$ cat config.mk
export PLATFORM = sky130hd
export DESIGN_NAME = rect_fill_drawer
export DESIGN_NICKNAME = d
export VERILOG_FILES = /design/src/rtl/drawing_pkg.sv /design/src/rtl/draw_axis_counter.sv /design/src/rtl/rect_fill_drawer.sv
export SDC_FILE = /design/constraint.sdc
export NUM_CORES = 1
export LEC_CHECK = 0
export CORE_UTILIZATION = 45
export DETAILED_ROUTE_END_ITERATION = 6
export HOLD_SLACK_MARGIN = 0.06
export PLACE_DENSITY = 0.7
export SLEW_MARGIN = 10
export SYNTH_ARGS = -nofsm -noshare
export SYNTH_HDL_FRONTEND = slang
export SYNTH_SLANG_ARGS = --single-unit
$ cat constraint.sdc
create_clock -name clk -period 6.2 [get_ports clk]
set_input_delay 0.62 -clock clk [delete_from_list [all_inputs] [get_ports clk]]
set_output_delay 0.62 -clock clk [all_outputs]
set_load 0.02 [all_outputs]
$ cat src/rtl/drawing_pkg.sv
// Package: drawing_pkg
// Shared types and default geometry for the rectangle fill engine.
// The optional checkerboard colouring is selected by the RECT_CHECKER_EN macro
// in rect_fill_drawer; nothing in this package depends on it.
package drawing_pkg;

    // Default screen geometry for the 160x120 VGA frame buffer path.
    localparam int DEF_SCR_W = 160;
    localparam int DEF_SCR_H = 120;
    localparam int DEF_CW    = 3;
    localparam int DEF_XW    = $clog2(DEF_SCR_W);
    localparam int DEF_YW    = $clog2(DEF_SCR_H);

    // Job sequencing: wait for start, sweep the rectangle, pulse done.
    typedef enum logic [1:0] {
        IDLE = 2'd0,
        DRAW = 2'd1,
        DONE = 2'd2
    } state_t;

    // One pixel as seen on the adapter write port at default geometry.
    typedef struct packed {
        logic [DEF_XW-1:0] x;
        logic [DEF_YW-1:0] y;
        logic [DEF_CW-1:0] color;
    } pixel_t;

endpackage

$ cat src/rtl/draw_axis_counter.sv
// Module: draw_axis_counter
// Loadable up-counter for one raster axis. A load captures base and limit and
// starts the count at base; each enable steps by one, and a step taken while
// sitting on the limit returns to base and raises wrap for that cycle.
module draw_axis_counter #(
    parameter int W = 8
) (
    input  logic         clk,
    input  logic         reset,
    input  logic         load,
    input  logic [W-1:0] load_base,
    input  logic [W-1:0] load_limit,
    input  logic         en,
    output logic [W-1:0] value,
    output logic         wrap
);

    logic [W-1:0] base_q;
    logic [W-1:0] limit_q;
    logic [W-1:0] value_q;
    logic         at_limit;

    assign at_limit = (value_q == limit_q);

    // Capture the axis range on load, otherwise step or wrap on enable.
    always_ff @(posedge clk or negedge reset) begin
        if (!reset) begin
            // NOTE: state is written with <= so every flop samples pre-edge values.
            base_q  <= '0;
            limit_q <= '0;
            value_q <= '0;
        end else if (load) begin
            base_q  <= load_base;
            limit_q <= load_limit;
            value_q <= load_base;
        end else if (en) begin
            value_q <= at_limit ? base_q : value_q + W'(1);
        end
    end

    // A step from the limit is the wrap event the next axis counts on.
    always_comb begin
        wrap  = en && at_limit;
        value = value_q;
    end

endmodule

$ cat src/rtl/rect_fill_drawer.sv
// Module: rect_fill_drawer
// Pixel-sweep engine for the VGA frame buffer path. A start in IDLE captures a
// rectangle (or the whole screen in clear mode), clips it to the screen and
// emits one pixel per accepted valid/ready beat in raster order, then pulses
// done. Optional feature macro: RECT_CHECKER_EN (checkerboard of color_in and
// bg_color); without it every pixel uses color_in and bg_color is ignored.
module rect_fill_drawer
    import drawing_pkg::*;
#(
    parameter int SCR_W = DEF_SCR_W,
    parameter int SCR_H = DEF_SCR_H,
    parameter int CW    = DEF_CW,
    parameter int XW    = $clog2(SCR_W),
    parameter int YW    = $clog2(SCR_H)
) (
    input  logic          clk,
    input  logic          reset,
    input  logic          start,
    input  logic          mode,
    input  logic [XW-1:0] x0,
    input  logic [YW-1:0] y0,
    input  logic [XW:0]   w,
    input  logic [YW:0]   h,
    input  logic [CW-1:0] color_in,
    input  logic [CW-1:0] bg_color,
    output logic          busy,
    output logic          plot,
    input  logic          plot_ready,
    output logic [XW-1:0] x,
    output logic [YW-1:0] y,
    output logic [CW-1:0] color,
    output logic          done
);

    // Bound sums carry one bit beyond the w/h port width so that x0+w and
    // y0+h stay exact even for the largest width/height values.
    localparam int XS = XW + 2;
    localparam int YS = YW + 2;
    localparam logic [XS-1:0] SCR_W_X = XS'(SCR_W);
    localparam logic [YS-1:0] SCR_H_Y = YS'(SCR_H);
    localparam logic [XW-1:0] X_LAST  = XW'(SCR_W - 1);
    localparam logic [YW-1:0] Y_LAST  = YW'(SCR_H - 1);

    state_t        state_q;
    state_t        state_d;

    logic [XS-1:0] x_sum;
    logic [YS-1:0] y_sum;
    logic [XS-1:0] x_end;
    logic [YS-1:0] y_end;
    logic [XW-1:0] x_base_n;
    logic [XW-1:0] x_lim_n;
    logic [YW-1:0] y_base_n;
    logic [YW-1:0] y_lim_n;
    logic          empty_job;

    logic          accept;
    logic          load;
    logic          beat;
    logic [XW-1:0] x_cnt;
    logic [YW-1:0] y_cnt;
    logic          x_wrap;
    logic          y_wrap;

    logic [CW-1:0] fg_q;

    // Clip the requested rectangle to the screen and flag jobs with no pixels.
    always_comb begin
        // NOTE: every output of this block gets a value on every path, so no latch is inferred.
        x_sum = XS'(x0) + XS'(w);
        y_sum = YS'(y0) + YS'(h);
        x_end = (x_sum > SCR_W_X) ? SCR_W_X : x_sum;
        y_end = (y_sum > SCR_H_Y) ? SCR_H_Y : y_sum;
        if (mode) begin
            x_base_n  = '0;
            x_lim_n   = X_LAST;
            y_base_n  = '0;
            y_lim_n   = Y_LAST;
            empty_job = 1'b0;
        end else begin
            x_base_n  = x0;
            x_lim_n   = XW'(x_end - XS'(1));
            y_base_n  = y0;
            y_lim_n   = YW'(y_end - YS'(1));
            empty_job = (w == '0) || (h == '0) ||
                        (XS'(x0) >= SCR_W_X) || (YS'(y0) >= SCR_H_Y);
        end
    end

    // Handshake qualifiers: jobs are taken only from IDLE; a beat is a
    // pixel the adapter actually accepted.
    always_comb begin
        accept = (state_q == IDLE) && start;
        load   = accept && !empty_job;
        beat   = plot && plot_ready;
    end

    // x sweeps on every accepted beat; y steps each time x wraps.
    draw_axis_counter #(.W(XW)) u_x_cnt (
        .clk        (clk),
        .reset      (reset),
        .load       (load),
        .load_base  (x_base_n),
        .load_limit (x_lim_n),
        .en         (beat),
        .value      (x_cnt),
        .wrap       (x_wrap)
    );

    draw_axis_counter #(.W(YW)) u_y_cnt (
        .clk        (clk),
        .reset      (reset),
        .load       (load),
        .load_base  (y_base_n),
        .load_limit (y_lim_n),
        .en         (x_wrap),
        .value      (y_cnt),
        .wrap       (y_wrap)
    );

    // State register; reset aborts any job in flight.
    always_ff @(posedge clk or negedge reset) begin
        if (!reset) begin
            state_q <= IDLE;
        end else begin
            state_q <= state_d;
        end
    end

    // Next state: y wrapping means the beat on the last pixel just completed.
    always_comb begin
        state_d = state_q;
        case (state_q)
            IDLE:    if (start) state_d = empty_job ? DONE : DRAW;
            DRAW:    if (y_wrap) state_d = DONE;
            DONE:    state_d = IDLE;
            default: state_d = IDLE;
        endcase
    end

    // Moore outputs decoded from the registered state.
    always_comb begin
        plot = (state_q == DRAW);
        busy = (state_q == DRAW) || (state_q == DONE);
        done = (state_q == DONE);
        x    = x_cnt;
        y    = y_cnt;
    end

    // Fill colour is frozen at job start so later input changes cannot leak in.
    always_ff @(posedge clk or negedge reset) begin
        if (!reset) begin
            fg_q <= '0;
        end else if (accept) begin
            fg_q <= color_in;
        end
    end

`ifdef RECT_CHECKER_EN
    logic [CW-1:0] bg_q;

    // Second checker colour, frozen at job start alongside the fill colour.
    always_ff @(posedge clk or negedge reset) begin
        if (!reset) begin
            bg_q <= '0;
        end else if (accept) begin
            bg_q <= bg_color;
        end
    end

    // Odd (x+y) parity squares take the background colour.
    always_comb begin
        color = (x_cnt[0] ^ y_cnt[0]) ? bg_q : fg_q;
    end
`else
    logic unused_bg;

    // Solid fill; bg_color stays on the port for pin compatibility only.
    always_comb begin
        color     = fg_q;
        unused_bg = ^bg_color;
    end
`endif

endmodule

---- Word level (Yosys, flattened, before mapping) ----
Cells that the tools add are included.
word-level totals
  bits in registers ....................... 50
  input port bits ......................... 43
  output and inout bits ................... 21
  logic and storage cells ................. 57
cells by class
  add/sub/neg operators ................... 6
  $lt $le $gt $ge ......................... 4
  eq/ne operators ......................... 6
  muxes and demuxes ....................... 17
  reductions and logical operators ........ 16
operator list
  operator                                                                number
  8-bit 2-to-1 mux                                                        6
  7-bit 2-to-1 mux                                                        6
  8-bit by 9-bit adder with 10-bit output                                 1
  10-bit by 8-bit > comparator with 1-bit output (second input constant)  1
  7-bit by 8-bit adder with 9-bit output                                  1
  9-bit by 7-bit > comparator with 1-bit output (second input constant)   1
  9-bit zero test                                                         1
  8-bit by 1-bit adder with 8-bit output (second input constant)          1
  8-bit == test                                                           1
  8-bit greater-or-equal comparator (second input constant)               1
  8-bit zero test                                                         1
  8-bit by 1-bit subtractor with 8-bit output (second input constant)     1
  7-bit by 1-bit adder with 7-bit output (second input constant)          1
  7-bit == test                                                           1
  7-bit greater-or-equal comparator (second input constant)               1
  7-bit by 1-bit subtractor with 7-bit output (second input constant)     1
  2-bit 2-to-1 mux                                                        3
  1-bit logical AND                                                       5
  1-bit logical OR                                                        4
  2-bit one-hot mux with 2 select lines                                   1
  2-bit nonzero test                                                      2
  2-bit by 1-bit == test with 1-bit output (second input constant)        1
  2-bit == test (second input constant)                                   1
  2-bit zero test                                                         1
  other kinds (5)                                                         5

---- Depth between registers and ports, before layout ----
Gate-level depths: netlist (run 1).
  depth after elaboration ................. 8
  depth in mapped cells ................... 14
  mapped depth without buffers ............ 14

---- By module ----
A second synthesis (run 1) with hierarchy kept.
second synthesis, totals
  cell total of the unflattened synthesis .. 432
  area, all modules ....................... 4092.7 um^2
by module, submodules not included
  module                       times used  cells each  area an instance (um^2)  sequential area each (um^2)
  rect_fill_drawer             1           224         1695.4                   125.1
  draw_axis_counter (u_x_cnt)  1           106         1236.2                   600.6
  draw_axis_counter (u_y_cnt)  1           102         1161.1                   525.5

---- Worst setup path after synthesis (run 1) ----
OpenSTA, ideal clock, no wires.
  path kind ............................... in2reg
  start ................................... input port x0[0]
  end ..................................... register u_x_cnt.limit_q[4]
  library setup time ...................... 137 ps
  data arrival time ....................... 3188 ps
  data required time ...................... 6063 ps
  path slack .............................. 2875 ps
  cell stages on the path ................. 14
  path buffers ............................ 0
  cells stage by stage .................... ha_1 -> inv_1 -> fa_1 -> xnor2_1 -> nor3b_1 -> o21ai_0 -> o211ai_1 -> nand3_1 -> or2_2 -> ha_1 -> nor4_1 -> a21oi_1 -> o22ai_1 -> a21oi_1
on the way
  cells in the longest elaborated chain, start to end .. 6
  elaborated cells between the ends (all ways) .. 11
  those cells by class .................... add/sub: 2; order compare: 2; mux: 3; reduce/logical: 4
RTL lines
  item                                                                                             RTL line                 RTL
  start: declaration                                                                               rect_fill_drawer.sv:20   input logic [XW-1:0] x0,
  parallel branches: the longest is 6 deep, another holds 8-bit by 9-bit adder with 10-bit output  -
  end signal: assignment                                                                           draw_axis_counter.sv:34  limit_q <= load_limit;
  end: declaration                                                                                 draw_axis_counter.sv:19  logic [W-1:0] limit_q;
Several ways; the timed one is not identified.
A chain may end at the register's enable or synchronous reset.

---- Final worst setup path (run 1) ----
  start ................................... input port x0[0]
  end ..................................... register u_x_cnt.limit_q[2]
The elaborated chain is that of the path after synthesis.

==> flow_summary.json, run 1 <==
{
  "cts_tree": "built",
  "fin_ws_ns": 2.174,
  "synth_edf_count": 0,
  "clock_path_buffers": 2,
  "place_area_um2": 4392,
  "syn_avg_cell_area_um2": 8.885,
  "yosysTopAreaCell": "dfrtp_1",
  "fin_util": 0.5763,
  "drtIter0Drc": 152,
  "cts-root-buf": "clkbuf_8",
  "cellLeakagePower_nw": 1.920,
  "yosysMostFrequentCell": "dfrtp_1",
  "fin_total_pwr_mw": 1.714,
  "cp-start-kind": "input port",
  "rows": 32,
  "setup_viol": 0,
  "synthCells": 415,
  "timing.final.crit_share": 0.6493,
  "worstPathMaxFanout": 7,
  "vias": 3327,
  "max-slew-margin-rel": 0.3705,
  "end_kind": "flop",
  "stdcell_area_um2": 4499,
  "io_pins": 64,
  "crit_required_ns": 6.38,
  "grt.overflow.total": 0,
  "setup_tns_ns": 0,
  "cts_setup_buffers": 0,
  "cts_sinks": 50,
  "peakVddDrop_mv": 0.2098,
  "synthTopCellsByCount": "dfrtp_1 (50), a21oi_1 (49), nor2_1 (48), ha_1 (22), xor2_1 (21)",
  "clk_latency_ns": 0.30,
  "crit_arrival_ns": 4.21,
  "yosysWarnings": 0,
  "synth-seq-cells": 50,
  "wl_per_cell_um": 16.06,
  "critPathKind": "in2reg",
  "hold_slack_ns": 0.4198,
  "dp_cells": 568,
  "core_um2": 7807,
  "h-tree-depth": 2,
  "cts_made_buffers": 5,
  "drt-pass1-iter-count": 4,
  "synth_nets": 482,
  "ant_nets": 0,
  "syn_to_final_growth_pct": 22.02,
  "slew_viol_final": 0,
  "synth_ff_type": "dfrtp_1",
  "final_cells": 575,
  "antenna_found_initial": 0,
  "clkSlewWorstSetupHoldPaths_ns": 0.09,
  "fin_nets": 540,
  "die_area_um2": 8560,
  "n_antenna_cell": 0,
  "ys_seq_area_frac": 0.3393,
  "drive_gt1_frac": 0.05074,
  "place_hpwl_mm": 6.918,
  "post-place-ws_ns": 1.918,
  "grt_pass1_wl_mm": 15.75,
  "drt_wl_total_mm": 9.235,
  "grt_max_degree": 51,
  "place_congestion": 0.8337,
  "synth_area_leaders": "dfrtp_1 (34%), ha_1 (7.5%), a21oi_1 (6.7%)",
  "start_util": 0.4723,
  "yosysUniqueCellTypes": 54,
  "finalCriticalPeriod_ns": 4.026,
  "hold_viol": 0,
  "worstHoldPathType": "in2async",
  "ctsResizeCount": 0,
  "dieHeight_um": 92.52,
  "grt_util_all_layers": 0.2297,
  "cap_violations": 0,
  "remaining_drc_errors": 0,
  "io_buffers": 60,
  "grt_pass1_vias": 3209,
  "holdBufCountCts": 0,
  "rsz0062_at_grt": "false",
  "power_density_nw_per_um2": 380.9,
  "die_x_um": 92.52,
  "worst_slew_pin_slew_ns": 0.9380,
  "synthesis.area_um2": 3687,
  "drt-vias-per-instance": 5.786,
  "synth-async-reset-ratio": 1.000,
  "fin_skew_ns": 0.01086,
  "timing.fmax_mhz": 248.4,
  "synth_top_cell_area_share": 0.3393,
  "status": "finished, final reports clean"
}
## per-layer routing
metal  track usage  part of all wire  wire length [µm]  up-vias
met2        0.3630              0.46              4252       78
met1        0.3333              0.48              4476     1592
met4       0.05729             0.011               101        0
met5             0                 0                 0        -
met3       0.02627             0.044               405        8
li1              -                 -                 -     1649
## critical path, stage by stage
cell and delay, ns:
clkdlybuf4s50_1 0.59, ha_1 0.25, inv_1 0.07, fa_1 0.38, nand2b_1 0.17, a21oi_1 0.34
nor4b_1 0.29, a21o_1 0.16, nand3_1 0.17, or2_2 0.33, ha_1 0.27, nor4_1 0.29
nor2_1 0.07, o22ai_1 0.13, nor3b_1 0.07
## power by group
| group | internal, mW | switching (mW) |
|---|---|---|
| Combinational | 0.433 | 0.440 |
| Sequential | 0.457 | 0.157 |
| Clock | 0.119 | 0.108 |
| Total | 1.01 | 0.705 |
## cells by family after synthesis
group	after synthesis	synth area share
simple gates	135	0.1866
xor+xnor	38	0.09026
fa+ha+maj	24	0.08551
flops	50	0.3393
buf+inv	27	0.02782
compound gates	127	0.2314
mux	14	0.03902
## state kept, by name (all words and copies together) (netlist names)
name and count:
color 3, state_q 2, u_x_cnt.base_q 8, u_x_cnt.limit_q 8
u_x_cnt.value 8, u_y_cnt.base_q 7, u_y_cnt.limit_q 7, u_y_cnt.value 7
## cell type report
class	count	area, µm²
repair buffers	63	618.1
well taps	102	127.6
clock buffers	5	68.82
flip-flops and latches	50	1251
clock inverters	2	38.79
fillers	721	3308
multi-input cells	338	2338
inverters	15	56.30
## path summary, 6_finish.rpt
check / start / endpoint / slack [ns] / cells past startpoint
min: reset / u_y_cnt.value[2] / 0.42 / 2
max: x0[0] / u_x_cnt.limit_q[2] / 2.17 / 15
min reg2reg: u_x_cnt.base_q[7] / u_x_cnt.base_q[7] / 0.51 / 1
max in group asynchronous: reset / color[0] / 5.35 / 2
max reg2reg: u_x_cnt.value[1] / u_y_cnt.value[0] / 3.49 / 6
min in group clk: u_x_cnt.base_q[7] / u_x_cnt.base_q[7] / 0.51 / 1
## layout by cell type (no fill, tap or decap), drive strengths merged, types with 4 or more instances in the layout
cell type / instances
ha: 22
inv: 15
o21ai: 11
a22o: 20
buf: 4
xnor2: 17
mux2i: 11
nand2b: 4
nand2: 15
dfrtp: 50
o211ai: 5
clkdlybuf4s50: 59
a21o: 10
nand3: 17
o21a: 4
and3: 6
nand3b: 7
clkbuf: 5
nor2: 48
a211oi: 9
nor4: 7
a21oi: 49
xor2: 21
nor3: 8
(Power assumes the default switching activity.)
==> run 2, diff against run 1 <==
--- a/config.mk
+++ b/config.mk
@@ -8,7 +8,7 @@
 export CORE_UTILIZATION = 45
 export DETAILED_ROUTE_END_ITERATION = 6
 export HOLD_SLACK_MARGIN = 0.06
-export PLACE_DENSITY = 0.7
+export PLACE_DENSITY = 0.72
 export SLEW_MARGIN = 10
 export SYNTH_ARGS = -nofsm -noshare
 export SYNTH_HDL_FRONTEND = slang
==> constraint.sdc (replaced) <==
create_clock -name clk -period 3.4 [get_ports clk]
set_input_delay 0.34 -clock clk [delete_from_list [all_inputs] [get_ports clk]]
set_output_delay 0.34 -clock clk [all_outputs]
set_load 0.02 [all_outputs]
==> run 2 against run 1 <==
Effect of this change: cell count increased by 8.0%; global-route usage increased by 0.98 points; clock skew increased by 0.0012 ns; final area increased by 9.2%; non-clock buffer count increased by 45; flip-flop and latch count unchanged; sequential power increased by 82%; register-to-register slack got worse by 2.4 ns; combinational power increased by 96%; wire length increased by 6.5%; critical endpoint is now u_x_cnt.limit_q[4]; largest cell class unchanged; largest power group unchanged.
==> flow_summary.json, run 2 (synthesis results as in run 1) <==
{
  "status": "finished, final reports clean",
  "worstHoldPathType": "in2async",
  "cap_violations": 0,
  "h-tree-depth": 2,
  "fillCellCount": 690,
  "drt_wl_total_mm": 9.833,
  "grt_pass1_wl_mm": 16.55,
  "cp_slowest_stage_delay_ns": 0.49,
  "worstPathMaxFanout": 7,
  "grt_max_degree": 40,
  "die_area_um2": 8560,
  "remaining_drc_errors": 0,
  "holdBufCountCts": 0,
  "drt-vias-per-instance": 5.691,
  "drive_gt1_frac": 0.1541,
  "peakVddDrop_mv": 0.5283,
  "final_common_cell": "clkdlybuf4s50_1",
  "io_buffers": 60,
  "worst_slew_pin_slew_ns": 0.8894,
  "clk_latency_ns": 0.30,
  "start_util": 0.4723,
  "cellLeakagePower_nw": 2.143,
  "slew_viol_final": 0,
  "fin_nets": 585,
  "io_pins": 64,
  "cts_sinks": 50,
  "crit_arrival_ns": 3.45,
  "crit_required_ns": 3.59,
  "finalCriticalPeriod_ns": 3.261,
  "die_x_um": 92.52,
  "grt.overflow.total": 0,
  "fin_skew_ns": 0.01206,
  "fin_total_pwr_mw": 3.271,
  "syn_to_final_growth_pct": 33.22,
  "cts_tree": "built",
  "drt-pass1-iter-count": 4,
  "power_density_nw_per_um2": 665.9,
  "vias": 3534,
  "cp-start-kind": "input port",
  "clkSlewWorstSetupHoldPaths_ns": 0.10,
  "grt_util_all_layers": 0.2395,
  "drtIter0Drc": 208,
  "clock_path_buffers": 2,
  "seq_area_um2": 1251,
  "cts-root-buf": "clkbuf_8",
  "post-place-ws_ns": -0.2347,
  "wl_per_cell_um": 15.83,
  "core_um2": 7807,
  "grt_pass1_vias": 3519,
  "multi_input_area_um2": 2391,
  "ant_nets": 0,
  "n_antenna_cell": 0,
  "place_congestion": 0.8814,
  "timing.final.crit_share": 0.9591,
  "end_kind": "flop",
  "critPathBufInv": 3,
  "cp_top_family": "simple AND/OR/NAND/NOR gates",
  "cp_slowest_cell": "clkdlybuf4s50_1",
  "max-slew-margin-rel": 0.4031,
  "antenna_found_initial": 0,
  "rows": 32,
  "setup_viol": 0,
  "timing.fmax_mhz": 306.7,
  "layout_common_cells": "clkdlybuf4s50_1 (59), dfrtp_1 (50), nor2_1 (48), a21oi_1 (48), buf_4 (47)",
  "dieHeight_um": 92.52,
  "place_hpwl_mm": 7.655,
  "critPathKind": "in2reg",
  "cts_made_buffers": 5,
  "crit_path_cell_trace": "clkdlybuf4s50_1 -> ha_1 -> inv_1 -> fa_1 -> nand2b_1 -> a21oi_2 -> buf_4 -> o31ai_1 -> nand3_1 -> nand3_1 -> or2_2 -> ha_2 -> nor4_2 -> a21oi_1 -> o22ai_1 -> a21oi_1",
  "fin_ws_ns": 0.1391,
  "hold_viol": 0
}
==> run 2: area by class of cell <==
cell class | instances | share of cell area
clock inverter | 3 | 0.009934
multi-input combinational | 338 | 0.4868
sequential | 50 | 0.2547
clock buffer | 5 | 0.01401
inverter | 15 | 0.01146
timing repair buffer | 108 | 0.1971
tap | 102 | 0.02598
==> run 2: worst paths after layout <==
path / startpoint / depth (start not counted) / slack (ns) / to
worst max-delay path: x0[0] / 16 / 0.14 / u_x_cnt.limit_q[4]
worst min-delay path: reset / 1 / 0.13 / u_y_cnt.base_q[1]
worst max register to register: u_x_cnt.value[0] / 6 / 1.12 / u_y_cnt.value[0]
worst min register to register: u_y_cnt.base_q[4] / 1 / 0.51 / u_y_cnt.base_q[4]
max in group asynchronous: reset / 2 / 2.54 / u_x_cnt.base_q[0]
min in group clk: u_y_cnt.base_q[4] / 1 / 0.51 / u_y_cnt.base_q[4]
==> run 2: per-layer routing <==
metal  vias to the layer above  wire length, µm  track usage
met4                         0               82      0.05599
met5                         -                0            0
met3                         8              429      0.02791
li1                       1742                -            -
met1                      1702             4659       0.3434
met2                        82             4661       0.3852
==> run 2: per-stage QoR <==
| stage | hold slack, ns | utilization | area, µm² | TNS [ns] | instances |
|---|---|---|---|---|---|
| after detailed placement | 0.4838 | 0.6064 | 4735 | -0.8903 | 612 |
| final | 0.1278 | 0.6292 | 4912 | 0 | 621 |
| after global placement | 0.4797 | 0.6064 | 4735 | -0.4500 | 612 |
| after global routing | 0.1815 | 0.6292 | 4912 | -0.04491 | 621 |
| after floorplan | 0.04441 | - | 3687 | 0 | 415 |
| after CTS | 0.1447 | 0.6215 | 4852 | 0 | 620 |
==> run 2: repair_timing <==
action / in CTS / in global routing
buffers inserted: 0 / 1
endpoints found under the hold margin: 0 / 0
gates resized for setup: 0 / 12
setup endpoints to repair: 0 / 4
==> run 2: power breakdown <==
part / leakage [nW] / total, mW / switching, mW / internal, mW
combinational: 1.50 / 1.71 / 0.847 / 0.866
clock: 0.0563 / 0.435 / 0.210 / 0.224
sequential: 0.586 / 1.12 / 0.289 / 0.833
==> run 3, diff against run 2 <==
--- a/config.mk
+++ b/config.mk
@@ -6,6 +6,7 @@
 export NUM_CORES = 1
 export LEC_CHECK = 0
 export CORE_UTILIZATION = 45
+export CTS_CLUSTER_SIZE = 14
 export DETAILED_ROUTE_END_ITERATION = 6
 export HOLD_SLACK_MARGIN = 0.06
 export PLACE_DENSITY = 0.72
==> results of run 3 <==
Final layout, timing and power as in run 2 (identical DEF).
